<file path="config.mk">
export PLATFORM = sky130hd
export DESIGN_NAME = int_req_gen
export DESIGN_NICKNAME = d
export VERILOG_FILES = /design/src/rtl/int_req_gen_pkg.sv /design/src/rtl/int_debounce.sv /design/src/rtl/int_req_gen.sv
export SDC_FILE = /design/constraint.sdc
export NUM_CORES = 1
export LEC_CHECK = 0
export ABC_AREA = 1
export CAP_MARGIN = 20
export CORE_MARGIN = 10
export CORE_UTILIZATION = 54
export CTS_CLUSTER_DIAMETER = 120
export DETAILED_ROUTE_END_ITERATION = 6
export GPL_TIMING_DRIVEN = 0
export PLACE_DENSITY = 0.94
export SETUP_SLACK_MARGIN = 0.5
export SYNTH_ARGS = -nofsm -noshare
export SYNTH_HDL_FRONTEND = slang
export SYNTH_HIERARCHICAL = 1
export SYNTH_SLANG_ARGS = --single-unit
</file>
<file path="constraint.sdc">
create_clock -name clk -period 1.92 [get_ports clk]
set_input_delay 0.384 -clock clk [delete_from_list [all_inputs] [get_ports clk]]
set_output_delay 0.384 -clock clk [all_outputs]
set_load 0.03 [all_outputs]
</file>
<file path="src/rtl/int_req_gen_pkg.sv">
// Shared interrupt-line ids, line count and handler entry addresses for the request generator and CPU side.
// Constants only: no latency, no backpressure.
package int_req_gen_pkg;

  typedef enum logic [1:0] {
    IR_NONE = 2'd0,
    IR1     = 2'd1,
    IR2     = 2'd2,
    IR3     = 2'd3
  } ir_id_t;

  localparam int NUM_LINES = 3;

  localparam logic [31:0] HANDLER_ADDR [NUM_LINES] = '{
    32'h0000_3024,
    32'h0000_30C8,
    32'h0000_316C
  };

  // Line index 0..2 maps to ack_id 1..3.
  function automatic ir_id_t line_id(input int idx);
    return ir_id_t'(2'(idx + 1));
  endfunction

endpackage

</file>
<file path="src/rtl/int_debounce.sv">
// One request line: 2-flop synchronizer, plus a stable-count debounce when INT_REQ_DEBOUNCE_EN is defined.
// Latency: 2 edges (sync only) or DEB_CYCLES+2 edges (debounced); no backpressure.
module int_debounce #(
  parameter int DEB_CYCLES = 16
) (
  input  logic clk,
  input  logic clr_n,
  input  logic btn,
  output logic lvl
);

  logic sync_q1;
  logic sync_q2;

  always_ff @(posedge clk) begin
    if (!clr_n) begin
      sync_q1 <= 1'b0;
      sync_q2 <= 1'b0;
    end else begin
      sync_q1 <= btn;
      sync_q2 <= sync_q1;
    end
  end

`ifdef INT_REQ_DEBOUNCE_EN
  logic [7:0] deb_cnt;
  logic       deb_lvl;

  // The count hits DEB_CYCLES on the same edge the level flips, so the counter never holds that value.
  always_ff @(posedge clk) begin
    if (!clr_n) begin
      deb_cnt <= 8'd0;
      deb_lvl <= 1'b0;
    end else if (sync_q2 == deb_lvl) begin
      deb_cnt <= 8'd0;
    end else if (deb_cnt == 8'(DEB_CYCLES - 1)) begin
      deb_cnt <= 8'd0;
      deb_lvl <= ~deb_lvl;
    end else begin
      deb_cnt <= deb_cnt + 8'd1;
    end
  end

  assign lvl = deb_lvl;
`else
  assign lvl = sync_q2;
`endif

endmodule

</file>
<file path="src/rtl/int_req_gen.sv">
// Turns three raw button sources into level interrupt requests with lost flags and serviced counters (debounce via INT_REQ_DEBOUNCE_EN).
// Latency: ir rises 3 edges (DEB_CYCLES+3 debounced) after btn; cleared 1 edge after a matching ack; no backpressure.
module int_req_gen
  import int_req_gen_pkg::*;
#(
  parameter int DEB_CYCLES = 16,
  parameter int CNT_W      = 8
) (
  input  logic             clk,
  input  logic             clr_n,
  input  logic [2:0]       btn,
  input  logic             ack,
  input  logic [1:0]       ack_id,
  input  logic             lost_clr,
  output logic [2:0]       ir,
  output logic [2:0]       lost,
  output logic [CNT_W-1:0] svc_cnt0,
  output logic [CNT_W-1:0] svc_cnt1,
  output logic [CNT_W-1:0] svc_cnt2
);

  logic [NUM_LINES-1:0] lvl;
  logic [NUM_LINES-1:0] lvl_q;
  logic [NUM_LINES-1:0] evt;
  logic [NUM_LINES-1:0] ack_hit;
  logic [NUM_LINES-1:0] lost_set;
  logic [CNT_W-1:0]     cnt [NUM_LINES];

  for (genvar g = 0; g < NUM_LINES; g++) begin : g_line
    int_debounce #(
      .DEB_CYCLES(DEB_CYCLES)
    ) u_deb (
      .clk  (clk),
      .clr_n(clr_n),
      .btn  (btn[g]),
      .lvl  (lvl[g])
    );
  end

  // An ack only counts against a line that is actually pending.
  always_comb begin
    evt      = '0;
    ack_hit  = '0;
    lost_set = '0;
    for (int i = 0; i < NUM_LINES; i++) begin
      evt[i]      = lvl[i] & ~lvl_q[i];
      ack_hit[i]  = ack && (ack_id == line_id(i)) && ir[i];
      lost_set[i] = evt[i] & ir[i] & ~ack_hit[i];
    end
  end

  // lvl_q resets to 0 so a source held high across reset still produces one edge.
  always_ff @(posedge clk) begin
    if (!clr_n) begin
      lvl_q <= '0;
      ir    <= '0;
      lost  <= '0;
      for (int i = 0; i < NUM_LINES; i++) begin
        cnt[i] <= '0;
      end
    end else begin
      lvl_q <= lvl;
      ir    <= evt | (ir & ~ack_hit);
      lost  <= (lost_clr ? '0 : lost) | lost_set;
      for (int i = 0; i < NUM_LINES; i++) begin
        if (ack_hit[i]) begin
          cnt[i] <= cnt[i] + 1'b1;
        end
      end
    end
  end

  assign svc_cnt0 = cnt[0];
  assign svc_cnt1 = cnt[1];
  assign svc_cnt2 = cnt[2];

endmodule

</file>
==> key figures, run 1 <==
Status
  – Status: completed

Setup path
  – CP arrival: 1.02 ns
  – WP buf/inv: 1
  – CP Depth: 1
  – Start of the worst register-to-register path: cnt[0][16]$_SDFFCE_PN0P_
  – Crit-path cells: buf_2
  – Reg2Reg Depth: 7
  – Crit path launch type: flip-flop
  – Type of the worst setup path: reg2out
  – Top delay family on crit path: flip-flops
  – Worst R2R Setup Slack: 0.56 ns
  – CP Capture Type: output pin
  – Reg2reg end: cnt[0][20]$_SDFFCE_PN0P_
  – Crit. Startpoint: cnt[0][1]$_SDFFCE_PN0P_
  – Max incr delay on CP: 0.46 ns
  – CP endpoint: svc_cnt0[1]
  – Crit-path slowest cell: edfxtp_1
  – Req. time, crit path: 1.54 ns
  – CP Max Fanout: 3

STA
  – RSZ-0062 raised after global routing: yes
  – Final max-slew violation count: 0
  – Final setup fails: 0
  – Fmax: 0.714 GHz
  – Post-route clock period utilization: 73.0%
  – Slew margin rel.: between 80% and 90%
  – Final hold vios: 0
  – Tmin final: 1.40 ns
  – Worst slew pin tran: 0.241 ns
  – Clk_skew: 0.00831 ns

Synth
  – Mapped Area: 0.00190 mm2
  – Synth Register Bits: 39
  – Cell taking the most area after synthesis: edfxtp_1
  – Sequential element share of the synthesized area: a little over half
  – Syn. warnings: 6
  – Syn_area_per_cell: a little over 8 um2
  – Synth Instances: 232
  – Dominant cells by area after synthesis: edfxtp_1 38%, dfxtp_1 16%, nand2_1 14%, inv_1 11%, nor2_1 3.4%
  – Share of the synthesized area in the top cell type: 37.9%
  – Synth cell types: 16
  – Syn_nets: 244

Route
  – DR vias/cell: roughly 4.6
  – Iteration-0 DRC Markers: 88
  – Antenna Nets Post-Route: 0
  – Drt first pass iters: 5
  – Post-route DRC: 0
  – Total wire length: between 4000 and 5000 um
  – Routed wire length per instance: 12.3 um
  – Vias: 1558

Clocking
  – Clk buf depth: 2
  – CTS tree: built
  – CTS Sinks: 39
  – Htree depth: 2
  – Root Driver: clkbuf_4
  – Num CTS Buffers: 5
  – Clock Latency Late Sink: between 0.3 and 0.4 ns
  – Worst-path clk slew: 0.12 ns

GRT
  – Vias in the first global route: 1533
  – Global Route Usage Sum: a little over an eighth
  – Total gr overflow: 0
  – Largest net degree at the start of global routing: 14
  – Initial antenna violation count: 0
  – First-pass GRT wire length: 6950 um

Final layout
  – FF+latch area: 0.00102 mm2
  – P&R area growth vs syn: 30.3%
  – Fin util: 73.7%
  – # fillers: 277
  – Area of the multi-input gates: approximately 660 um2
  – Layout cells sized above 1: 24.6%
  – Nets@finish: 304
  – N_diodes: 0
  – Final non-filler cell total: 339

Power and ir drop
  – P per Cell Area: between 700 and 800 mW/mm2
  – Max VDD drop: 0.641 mV
  – Leak: 1.41 nW

Die
  – I/O pin count: 39
  – Core Region: 0.00336 mm2
  – Initial core utilization: a little under three fifths
  – Die H: 79.3 um
  – FP Rows: 21
  – Chip Width: 79.3 um
  – Die Area: 0.00629 mm2

Flow run
  – Max Cap Viol: 0

Placed design
  – Port Buffers: 38
  – Placed insts: 316
  – GP Congestion: about 0.76
  – DPL Wire Length: 2890 um

Min path
  – Worst hold-check path type: reg2reg
==> synth_stat cells (all sizes together) <==
| cell type | instances |
|---|---|
| xor2 | 5 |
| nor2 | 17 |
| nand4 | 2 |
| ha | 3 |
| nand3b | 5 |
| edfxtp | 24 |
| a21oi | 6 |
| xnor2 | 2 |
| inv | 58 |
| nand2 | 73 |
| o21ai | 6 |
| buf | 3 |
| nand3 | 13 |
| dfxtp | 15 |
==> what timing repair did <==
| item | CTS | global route |
|---|---|---|
| hold buffers | 0 | 0 |
| endpoints found under the setup margin | 78 | 50 |
| pin swaps | 1 | 1 |
| resized for setup | 148 | 29 |
| buffers inserted | 11 | 4 |
==> power breakdown <==
part           switching, mW  leakage [nW]  total, mW  internal (mW)
sequential            0.0226         0.372      0.943          0.920
clock                  0.285        0.0521      0.587          0.302
combinational          0.130         0.991      0.206         0.0765
total                  0.437          1.41       1.74           1.30
==> cell usage in the layout (no fill, tap or decap), types with 3 or more instances in the layout <==
master and n:
a21oi_1 6, buf_2 24, buf_4 15, buf_6 4, clkbuf_4 7, clkdlybuf4s50_1 4
dfxtp_1 13, dlymetal6s2s_1 3, edfxtp_1 24, inv_1 57, nand2_1 69, nand2_2 4
nand3_1 8, nand3_2 4, nand3b_1 5, nor2_1 15, o21ai_0 5, xor2_1 5
==> cells by family (layout without fill, tap and decap cells) <==
group,count (synthesis),after routing,share of synthesized area [%]
and+or+nand+nor,110,110,24.5
buffers and inverters,61,122,13.4
DFF,39,39,53.7
AOI/OAI and AO/OA,12,12,3.16
xor gates and xnor gates,7,7,3.23
adders and majority gates,3,3,1.98
==> how the worst min path moves through the flow <==
stage	start	endpoint	slack, ns	cells past startpoint
after floorplan	g_line[0].u_deb/sync_q1$_SDFF_PN0_	g_line[0].u_deb/lvl$_SDFF_PN0_	0.39	2
after global placement	g_line[1].u_deb/sync_q1$_SDFF_PN0_	g_line[1].u_deb/lvl$_SDFF_PN0_	0.39	2
after detailed placement	g_line[1].u_deb/sync_q1$_SDFF_PN0_	g_line[1].u_deb/lvl$_SDFF_PN0_	0.41	2
after CTS	g_line[1].u_deb/sync_q1$_SDFF_PN0_	g_line[1].u_deb/lvl$_SDFF_PN0_	0.44	2
after global routing	g_line[1].u_deb/sync_q1$_SDFF_PN0_	g_line[1].u_deb/lvl$_SDFF_PN0_	0.44	2
final	g_line[1].u_deb/lvl$_SDFF_PN0_	lvl_q[1]$_SDFF_PN0_	0.44	2
==> cell type report <==
cell class / count / area share [%]
Sequential cell: 39 / 41.3
Multi-Input combinational cell: 132 / 26.8
Timing Repair Buffer: 53 / 15.3
Inverter: 58 / 8.79
Clock buffer: 7 / 3.54
Tap cell: 46 / 2.32
Buffer: 3 / 1.67
Clock inverter: 1 / 0.253
==> registers in the layout, summed over array words and instances, names as in the netlist <==
register / flops
ir: 3
cnt: 24
g_line.u_deb/sync_q1: 3
lost: 3
g_line.u_deb/lvl: 3
lvl_q: 3
==> routing by layer <==
metal / routed length, um / track usage [%] / part of all wire [%] / vias up
met2: 2200 / 24.2 / 53 / 33
met1: 1650 / 14.7 / 40 / 700
met5: 0 / 0 / 0 / -
li1: - / - / - / 820
met3: 278 / 4.17 / 6.7 / 5
met4: 45 / 5.38 / 1.1 / 0
==> through the flow <==
step / cell area (um2) / power (mW) / hold WS, ns / setup WS [ns] / TNS, ns
5_1_grt: 2480 / 1.81 / 0.439 / 0.465 / 0
3_3_place_gp: 2350 / 1.16 / 0.392 / -0.0873 / -1.80
3_5_place_dp: 2350 / 1.16 / 0.406 / -0.124 / -2.19
4_1_cts: 2410 / 1.73 / 0.440 / 0.429 / 0
2_1_floorplan: 1910 / 1.07 / 0.390 / 0.492 / 0
6_report: 2480 / 1.74 / 0.439 / 0.519 / 0
No activity file was read; power rests on OpenSTA's default activity.
==> inputs of run 2 (changes only) <==
--- a/config.mk
+++ b/config.mk
@@ -8,11 +8,11 @@
 export ABC_AREA = 1
 export CAP_MARGIN = 20
 export CORE_MARGIN = 10
-export CORE_UTILIZATION = 54
+export CORE_UTILIZATION = 46
 export CTS_CLUSTER_DIAMETER = 120
 export DETAILED_ROUTE_END_ITERATION = 6
 export GPL_TIMING_DRIVEN = 0
-export PLACE_DENSITY = 0.94
+export PLACE_DENSITY = 0.86
 export SETUP_SLACK_MARGIN = 0.5
 export SYNTH_ARGS = -nofsm -noshare
 export SYNTH_HDL_FRONTEND = slang
==> constraint.sdc (replaced) <==
create_clock -name clk -period 1.2 [get_ports clk]
set_input_delay 0.24 -clock clk [delete_from_list [all_inputs] [get_ports clk]]
set_output_delay 0.24 -clock clk [all_outputs]
set_load 0.03 [all_outputs]
==> run 2 against run 1 <==
The flow now finishes with violations (negative setup slack). Clock power is 75% higher. Sequential power increased by 61%. Die area rose by 13%. Core utilization rose by 7.0 points. Wire length increased by 35%. Final cell count grew 9.1%. Setup slack got worse by 0.65 ns. Critical path depth increased by 4. First-iteration DRC count grew 28%. Non-clock buffer count increased by 27. Clock skew is 0.00090 ns lower. Critical endpoint is now cnt[0][2]$_SDFFCE_PN0P_. Largest cell class unchanged. Largest power group unchanged.
==> key figures, run 2 (same netlist as run 1, synthesis figures left out) <==
Status
  – Status: finished with violations
  – Failing checks: negative setup slack

Power and ir drop
  – P per Cell Area: 954 mW/mm2 (+36%)
  – Net load switching power: 0.782 mW (+79%)
  – Sw Share: 25.4% (+0.20 points)
  – Leak: 1.67 nW (+18%)
  – Seq pwr share: 49.5% (-4.8 points)
  – Cell Int Power: 2.30 mW (+77%)
  – Max VDD drop: 0.750 mV (+17%)
  – Clock power share: 33.6% (-0.2 points)
  – Combinational share of power: 16.9% (+5.0 points)

Setup path
  – CP Max Fanout: 3 (unchanged)
  – CP Capture Type: flip-flop
  – Crit path launch type: flip-flop
  – WP buf/inv: 2 (+1)
  – Top delay family on crit path: flip-flops
  – Crit-path cells: ha_4, buf_4, xor2_1, nand2_1, inv_1
  – Reg2reg end: cnt[0][2]$_SDFFCE_PN0P_
  – Crit-path slowest cell: edfxtp_1
  – Reg2Reg Depth: 5 (-2)
  – Req. time, crit path: 1.26 ns (-0.28 ns)
  – CP endpoint: cnt[0][2]$_SDFFCE_PN0P_
  – Crit. Startpoint: cnt[0][1]$_SDFFCE_PN0P_
  – Max incr delay on CP: 0.50 ns (+0.04 ns)
  – Type of the worst setup path: reg2reg
  – CP arrival: 1.39 ns (+0.37 ns)
  – Start of the worst register-to-register path: cnt[0][1]$_SDFFCE_PN0P_
  – Worst R2R Setup Slack: -0.14 ns (-0.70 ns)
  – CP Depth: 5 (+4)

GRT
  – Vias in the first global route: 1658 (+8.2%)
  – Global Route Usage Sum: 12.3% (-1.3 points)
  – Initial antenna violation count: 0 (unchanged)
  – Largest net degree at the start of global routing: 13 (-1)
  – First-pass GRT wire length: 7280 um (+4.8%)
  – Total gr overflow: 0 (unchanged)

Placed design
  – GP Congestion: 0.733 (-4.1%)
  – Dpl ws: -0.645 ns (-0.521 ns)
  – Placed insts: 320 (+1.3%)
  – Port Buffers: 38 (unchanged)
  – DPL Wire Length: 2940 um (+1.8%)

Min path
  – Worst hold-check path type: in2reg
  – Min-delay src: clr_n

Clocking
  – Num CTS Buffers: 5 (unchanged)
  – Clock Latency Late Sink: 0.29 ns (-0.06 ns)
  – Root Driver: clkbuf_8
  – Clk buf depth: 2 (unchanged)
  – Worst-path clk slew: 0.07 ns (-0.05 ns)
  – CTS Sinks: 39 (unchanged)
  – CTS tree: built
  – Htree depth: 2 (unchanged)

Final layout
  – Nets@finish: 331 (+8.9%)
  – Layout cells sized above 1: 50.9% (+26 points)
  – Top reg by flops: cnt
  – P&R area growth vs syn: 69.8%
  – Commonest non-fill, non-tap cell in the layout: nand2_1
  – Final non-filler cell total: 370 (+9.1%)
  – Max FFs per register: 24 (unchanged)
  – Commonest cells after routing, fill and taps aside: 49 x nand2_1, 43 x inv_1, 41 x buf_6, 30 x buf_4, 24 x edfxtp_1
  – # fillers: 232 (-16%)
  – N_diodes: 0 (unchanged)
  – Fin util: 80.7% (+7.0 points)

STA
  – RSZ-0062 raised after global routing: yes
  – Fmax: ~0.75 GHz
  – Slew margin rel.: 80.0% (-3.9 points)
  – Post-route clock period utilization: 111%
  – Final setup fails: 30 (+30)
  – Tmin final: between 1 and 1.5 ns
  – Final max-slew violation count: 0 (unchanged)
  – Final hold vios: 0 (unchanged)
  – Clk_skew: 0.00741 ns (-0.000905 ns)
  – Final setup margin: -0.135 ns (-0.654 ns)
  – Worst slew pin tran: 0.297 ns (+0.0568 ns)

Route
  – DR vias/cell: 4.87 (+6.0%)
  – Drt first pass iters: 4 (-1)
  – Routed wire length per instance: 15.2 um (+24%)
  – Iteration-0 DRC Markers: 113 (+28%)
  – Total wire length: 5640 um (+35%)
  – Vias: 1802 (+16%)
  – Antenna Nets Post-Route: 0 (unchanged)
  – Post-route DRC: 0 (unchanged)

Die
  – Die Area: 0.00710 mm2 (+13%)
  – Core Region: 0.00400 mm2 (+19%)
  – Die H: 84.3 um (+6.2%)
  – Initial core utilization: 47.5% (-9.0 points)
  – Chip Width: 84.3 um (+6.2%)
  – I/O pin count: 39 (unchanged)
  – FP Rows: 23 (+9.5%)

Flow run
  – Max Cap Viol: 0 (unchanged)
run 2: final cells by class:
class                           count  area [um2]  area share (%)
Clock inverter                      1        5.00           0.155
Timing Repair Buffer               80         788            24.4
Inverter                           58         218            6.75
Multi-Input combinational cell    132         966            29.9
Sequential cell                    39        1040            32.2
Clock buffer                        7         108            3.33
Tap cell                           50        62.6            1.94
Buffer                              3        41.3            1.28
run 2: how the worst min path moves through the flow:
stage                                                end  slack, ns  cells after the start
after floorplan           g_line[0].u_deb/lvl$_SDFF_PN0_       0.33                      2
after global routing      g_line[2].u_deb/lvl$_SDFF_PN0_       0.22                      3
after CTS                 g_line[2].u_deb/lvl$_SDFF_PN0_       0.21                      3
final                     g_line[0].u_deb/lvl$_SDFF_PN0_       0.21                      3
after global placement    g_line[0].u_deb/lvl$_SDFF_PN0_       0.39                      2
after detailed placement  g_line[2].u_deb/lvl$_SDFF_PN0_       0.41                      2
run 2: what timing repair did:
action                                  in CTS  in global routing
gates cloned                                 1                  1
gates resized for setup                    266                 52
buffers inserted                            24                 16
pin swaps                                   20                 10
endpoints found under the setup margin      93                 84
hold buffers                                 0                  0
run 2: metal layers:
| metal | global-route usage [%] | part of all wire, % |
|---|---|---|
| met1 | 11.8 | 35 |
| met2 | 23.0 | 57 |
| met3 | 3.86 | 5.2 |
| met4 | 5.94 | 2.5 |
| met5 | 0 | 0 |
run 2: stage by stage:
stage          hold WS, ns  power (mW)  cell area, um2  TNS, ns
6_report             0.209        3.08            3230    -1.77
5_1_grt              0.218        3.19            3230    -3.29
4_1_cts              0.208        3.00            2920   -0.278
3_5_place_dp         0.414        1.89            2470   -28.95
3_3_place_gp         0.394        1.88            2470   -28.65
2_1_floorplan        0.333        1.74            2030    -2.08
run 2: power by group through the flow:
stage	Sequential (mW)	Combinational [mW]	Clock, mW
2_1_floorplan	1.62	0.118	0
5_1_grt	1.53	0.553	1.11
4_1_cts	1.52	0.430	1.05
3_3_place_gp	1.54	0.334	0
3_5_place_dp	1.55	0.340	0
6_report	1.52	0.520	1.03
run 2: worst reg2reg max path, cell delays in order, from the launching register on:
cell and delay [ns]:
edfxtp_1 0.50, ha_4 0.23, buf_4 0.13, xor2_1 0.14, nand2_1 0.07, inv_1 0.04
==> inputs of run 3 (changes only) <==
--- a/config.mk
+++ b/config.mk
@@ -12,8 +12,10 @@
 export CTS_CLUSTER_DIAMETER = 120
 export DETAILED_ROUTE_END_ITERATION = 6
 export GPL_TIMING_DRIVEN = 0
+export MAX_ROUTING_LAYER = met4
 export PLACE_DENSITY = 0.86
 export SETUP_SLACK_MARGIN = 0.5
+export SLEW_MARGIN = 10
 export SYNTH_ARGS = -nofsm -noshare
 export SYNTH_HDL_FRONTEND = slang
 export SYNTH_HIERARCHICAL = 1
==> run 3 against run 2 <==
The flow still finishes with violations (negative setup slack). Core utilization is 1.0 points lower. Total power is 0.64% lower. Sequential share of layout area is 0.42 points higher. Hold slack better by 0.0048 ns. First-iteration DRC count is 6.2% lower. Sequential power hardly changed. Final cell count is 0.27% lower. Via count is 1.8% lower. Die area stayed put. Critical endpoint unchanged. Largest cell class unchanged. Largest power group unchanged.
==> key figures, run 3 (same netlist as run 1, synthesis figures left out) <==
STA
  – Worst slew pin tran: 0.256 ns (-0.0412 ns)
  – Fmax: 0.745 GHz (-0.47%)
  – Tmin final: 1.34 ns (+0.00628 ns)
  – Sum Neg Setup Slack: -1.05 ns (+0.717 ns)
  – Final max-slew violation count: 0 (unchanged)
  – Final setup margin: -0.141 ns (-0.00628 ns)
  – Post-route clock period utilization: 112% (+0.52 points)
  – Clk_skew: 0.00829 ns (+0.000882 ns)
  – RSZ-0062 raised after global routing: yes
  – Final hold vios: 0 (unchanged)
  – Slew margin rel.: 82.9% (+2.9 points)
  – Final setup fails: 21 (-30%)

Min path
  – Hold Path Cell Cnt: 3 (unchanged)
  – Worst hold-check path type: in2reg
  – Hold Crit Endpoint: g_line[0].u_deb/lvl$_SDFF_PN0_
  – Min-delay src: clr_n

Die
  – FP Rows: 23 (unchanged)
  – Core Region: 0.00400 mm2 (unchanged)
  – I/O pin count: 39 (unchanged)
  – Initial core utilization: 47.5% (unchanged)
  – Die H: 84.3 um (unchanged)
  – Chip Width: 84.3 um (unchanged)
  – Die Area: 0.00710 mm2 (unchanged)

Route
  – Post-route DRC: 0 (unchanged)
  – Routed wire length per instance: 14.0 um (-7.9%)
  – DR vias/cell: 4.80 (-1.5%)
  – Iteration-0 DRC Markers: 106 (-6.2%)
  – Antenna Nets Post-Route: 0 (unchanged)
  – Vias: 1770 (-1.8%)
  – Drt first pass iters: 4 (unchanged)
  – Total wire length: 5180 um (-8.2%)

Final layout
  – N_diodes: 0 (unchanged)
  – Layout cells sized above 1: 49.5% (-1.4 points)
  – Nets@finish: 330 (-0.30%)
  – # fillers: 243 (+4.7%)
  – Commonest cells after routing, fill and taps aside: 53 x nand2_1, 44 x inv_1, 40 x buf_6, 31 x buf_4, 24 x edfxtp_1
  – Max FFs per register: 24 (unchanged)
  – Finished Cell Area: 0.00319 mm2 (-1.3%)
  – Top reg by flops: cnt
  – Commonest non-fill, non-tap cell in the layout: nand2_1
  – P&R area growth vs syn: 67.6%

Clocking
  – Worst-path clk slew: 0.07 ns (about the same)
  – Root Driver: clkbuf_8
  – Clk buf depth: 2 (unchanged)
  – Hold buffers post-CTS: 0 (unchanged)
  – CTS Sinks: 39 (unchanged)
  – Num CTS Buffers: 5 (unchanged)
  – Htree depth: 2 (unchanged)
  – Clock Latency Late Sink: 0.28 ns (about the same)
  – CTS tree: built

Setup path
  – Reg2Reg Depth: 5 (unchanged)
  – Req. time, crit path: 1.25 ns (about the same)
  – Type of the worst setup path: reg2reg
  – Reg2reg end: cnt[0][2]$_SDFFCE_PN0P_
  – Worst R2R Setup Slack: -0.14 ns (about the same)
  – Crit path launch type: flip-flop
  – CP Max Fanout: 3 (unchanged)
  – CP arrival: 1.39 ns (about the same)
  – Start of the worst register-to-register path: cnt[0][1]$_SDFFCE_PN0P_
  – CP Capture Type: flip-flop

Placed design
  – Port Buffers: 38 (unchanged)
  – GP Congestion: 0.742 (+1.2%)
  – DPL Wire Length: 2940 um (unchanged)
  – Post-DP Area: 0.00247 mm2 (unchanged)

GRT
  – Global Route Usage Sum: 12.7% (+0.38 points)
  – Total gr overflow: 0 (unchanged)
  – Vias in the first global route: 1654 (-0.24%)
  – Largest net degree at the start of global routing: 13 (unchanged)
  – Initial antenna violation count: 0 (unchanged)
  – First-pass GRT wire length: 7280 um (unchanged)

Power and ir drop
  – Sw Share: 25.0% (-0.38 points)
  – Net load switching power: 0.765 mW (-2.1%)
  – Leak: 1.65 nW (-1.3%)
  – Seq pwr share: 49.8% (+0.3 points)
  – Combinational share of power: 16.7% (-0.2 points)
  – Pwr Total: 3.06 mW (-0.64%)
  – Cell Int Power: 2.29 mW (-0.13%)
  – Max VDD drop: 0.693 mV (-7.6%)
  – P per Cell Area: 960 mW/mm2 (+0.64%)
  – Clock power share: 33.6% (about the same)

Status
  – Status: finished with violations
  – Failing checks: negative setup slack

Flow run
  – Max Cap Viol: 0 (unchanged)
==> run 3: cell count changes in the layout (fill, tap and decap cells not counted) <==
| cell | before | now |
|---|---|---|
| inv_2 | 15 | 14 |
| buf_6 | 41 | 40 |
| nor2_2 | 5 | 6 |
| buf_4 | 30 | 31 |
| inv_1 | 43 | 44 |
| nand2_1 | 49 | 53 |
| nor2_1 | 6 | 5 |
| nand2_2 | 10 | 7 |
| nand2_4 | 9 | 8 |
| clkbuf_16 | 2 | 1 |
==> run 3: critical path, cell delays in order, from the launching register on <==
cell and delay [ns]:
edfxtp_1 0.49, ha_4 0.23, buf_4 0.13, xor2_1 0.14
nand2_1 0.07, inv_1 0.04
==> run 3: power groups by stage <==
stage / clock network (mW) / logic (mW) / registers [mW]
after floorplan: 0 / 0.118 / 1.62
after global placement: 0 / 0.334 / 1.54
after detailed placement: 0 / 0.340 / 1.55
after CTS: 1.05 / 0.430 / 1.52
after global routing: 1.11 / 0.544 / 1.53
final: 1.03 / 0.510 / 1.52
==> run 3: how the worst max path moves through the flow <==
| stage | startpoint | end | slack [ns] | cells past startpoint |
|---|---|---|---|---|
| global route | cnt[0][9]$_SDFFCE_PN0P_ | cnt[0][14]$_SDFFCE_PN0P_ | -0.23 | 8 |
| finish | cnt[0][1]$_SDFFCE_PN0P_ | cnt[0][2]$_SDFFCE_PN0P_ | -0.14 | 5 |
| detailed placement | clr_n | cnt[0][10]$_SDFFCE_PN0P_ | -0.65 | 9 |
| floorplan | cnt[0][8]$_SDFFCE_PN0P_ | cnt[0][14]$_SDFFCE_PN0P_ | -0.21 | 8 |
| global placement | clr_n | cnt[0][4]$_SDFFCE_PN0P_ | -0.64 | 9 |
| CTS | cnt[0][0]$_SDFFCE_PN0P_ | svc_cnt0[0] | -0.05 | 1 |
==> run 3: layout make-up <==
type	count	area, um2	share of cell area (%)
repair buffers	79	759	23.8
multi-input cells	132	953	29.9
flip-flops and latches	39	1040	32.6
clock buffers	7	108	3.38
inverters	58	218	6.83
well taps	50	62.6	1.96
plain buffers	3	41.3	1.30
clock inverters	1	5.00	0.157
==> run 3: metal layers <==
layer	part of all wire, %	up-vias	global-route usage (%)
li1	-	877	-
met1	37	842	12.2
met4	3.0	0	5.94
met3	4.5	12	3.29
met2	56	39	23.0
met5	0	-	-
==> run 3: metrics by stage <==
step                      hold WS (ns)  worst slack [ns]  utilization, %  std cells
after global placement           0.394            -0.644            61.7        320
final                            0.213            -0.141            79.6        369
after global routing             0.221            -0.230            79.6        369
after detailed placement         0.414            -0.645            61.7        320
after CTS                        0.208           -0.0484            73.0        353
after floorplan                  0.333            -0.213               -        232
==> run 3: timing repair <==
| action | 4_1_cts | 5_1_grt |
|---|---|---|
| gates cloned | 1 | 0 |
| endpoints found under the setup margin | 93 | 84 |
| pin swaps | 20 | 13 |
| buffers inserted | 24 | 16 |
| gates resized for setup | 266 | 46 |
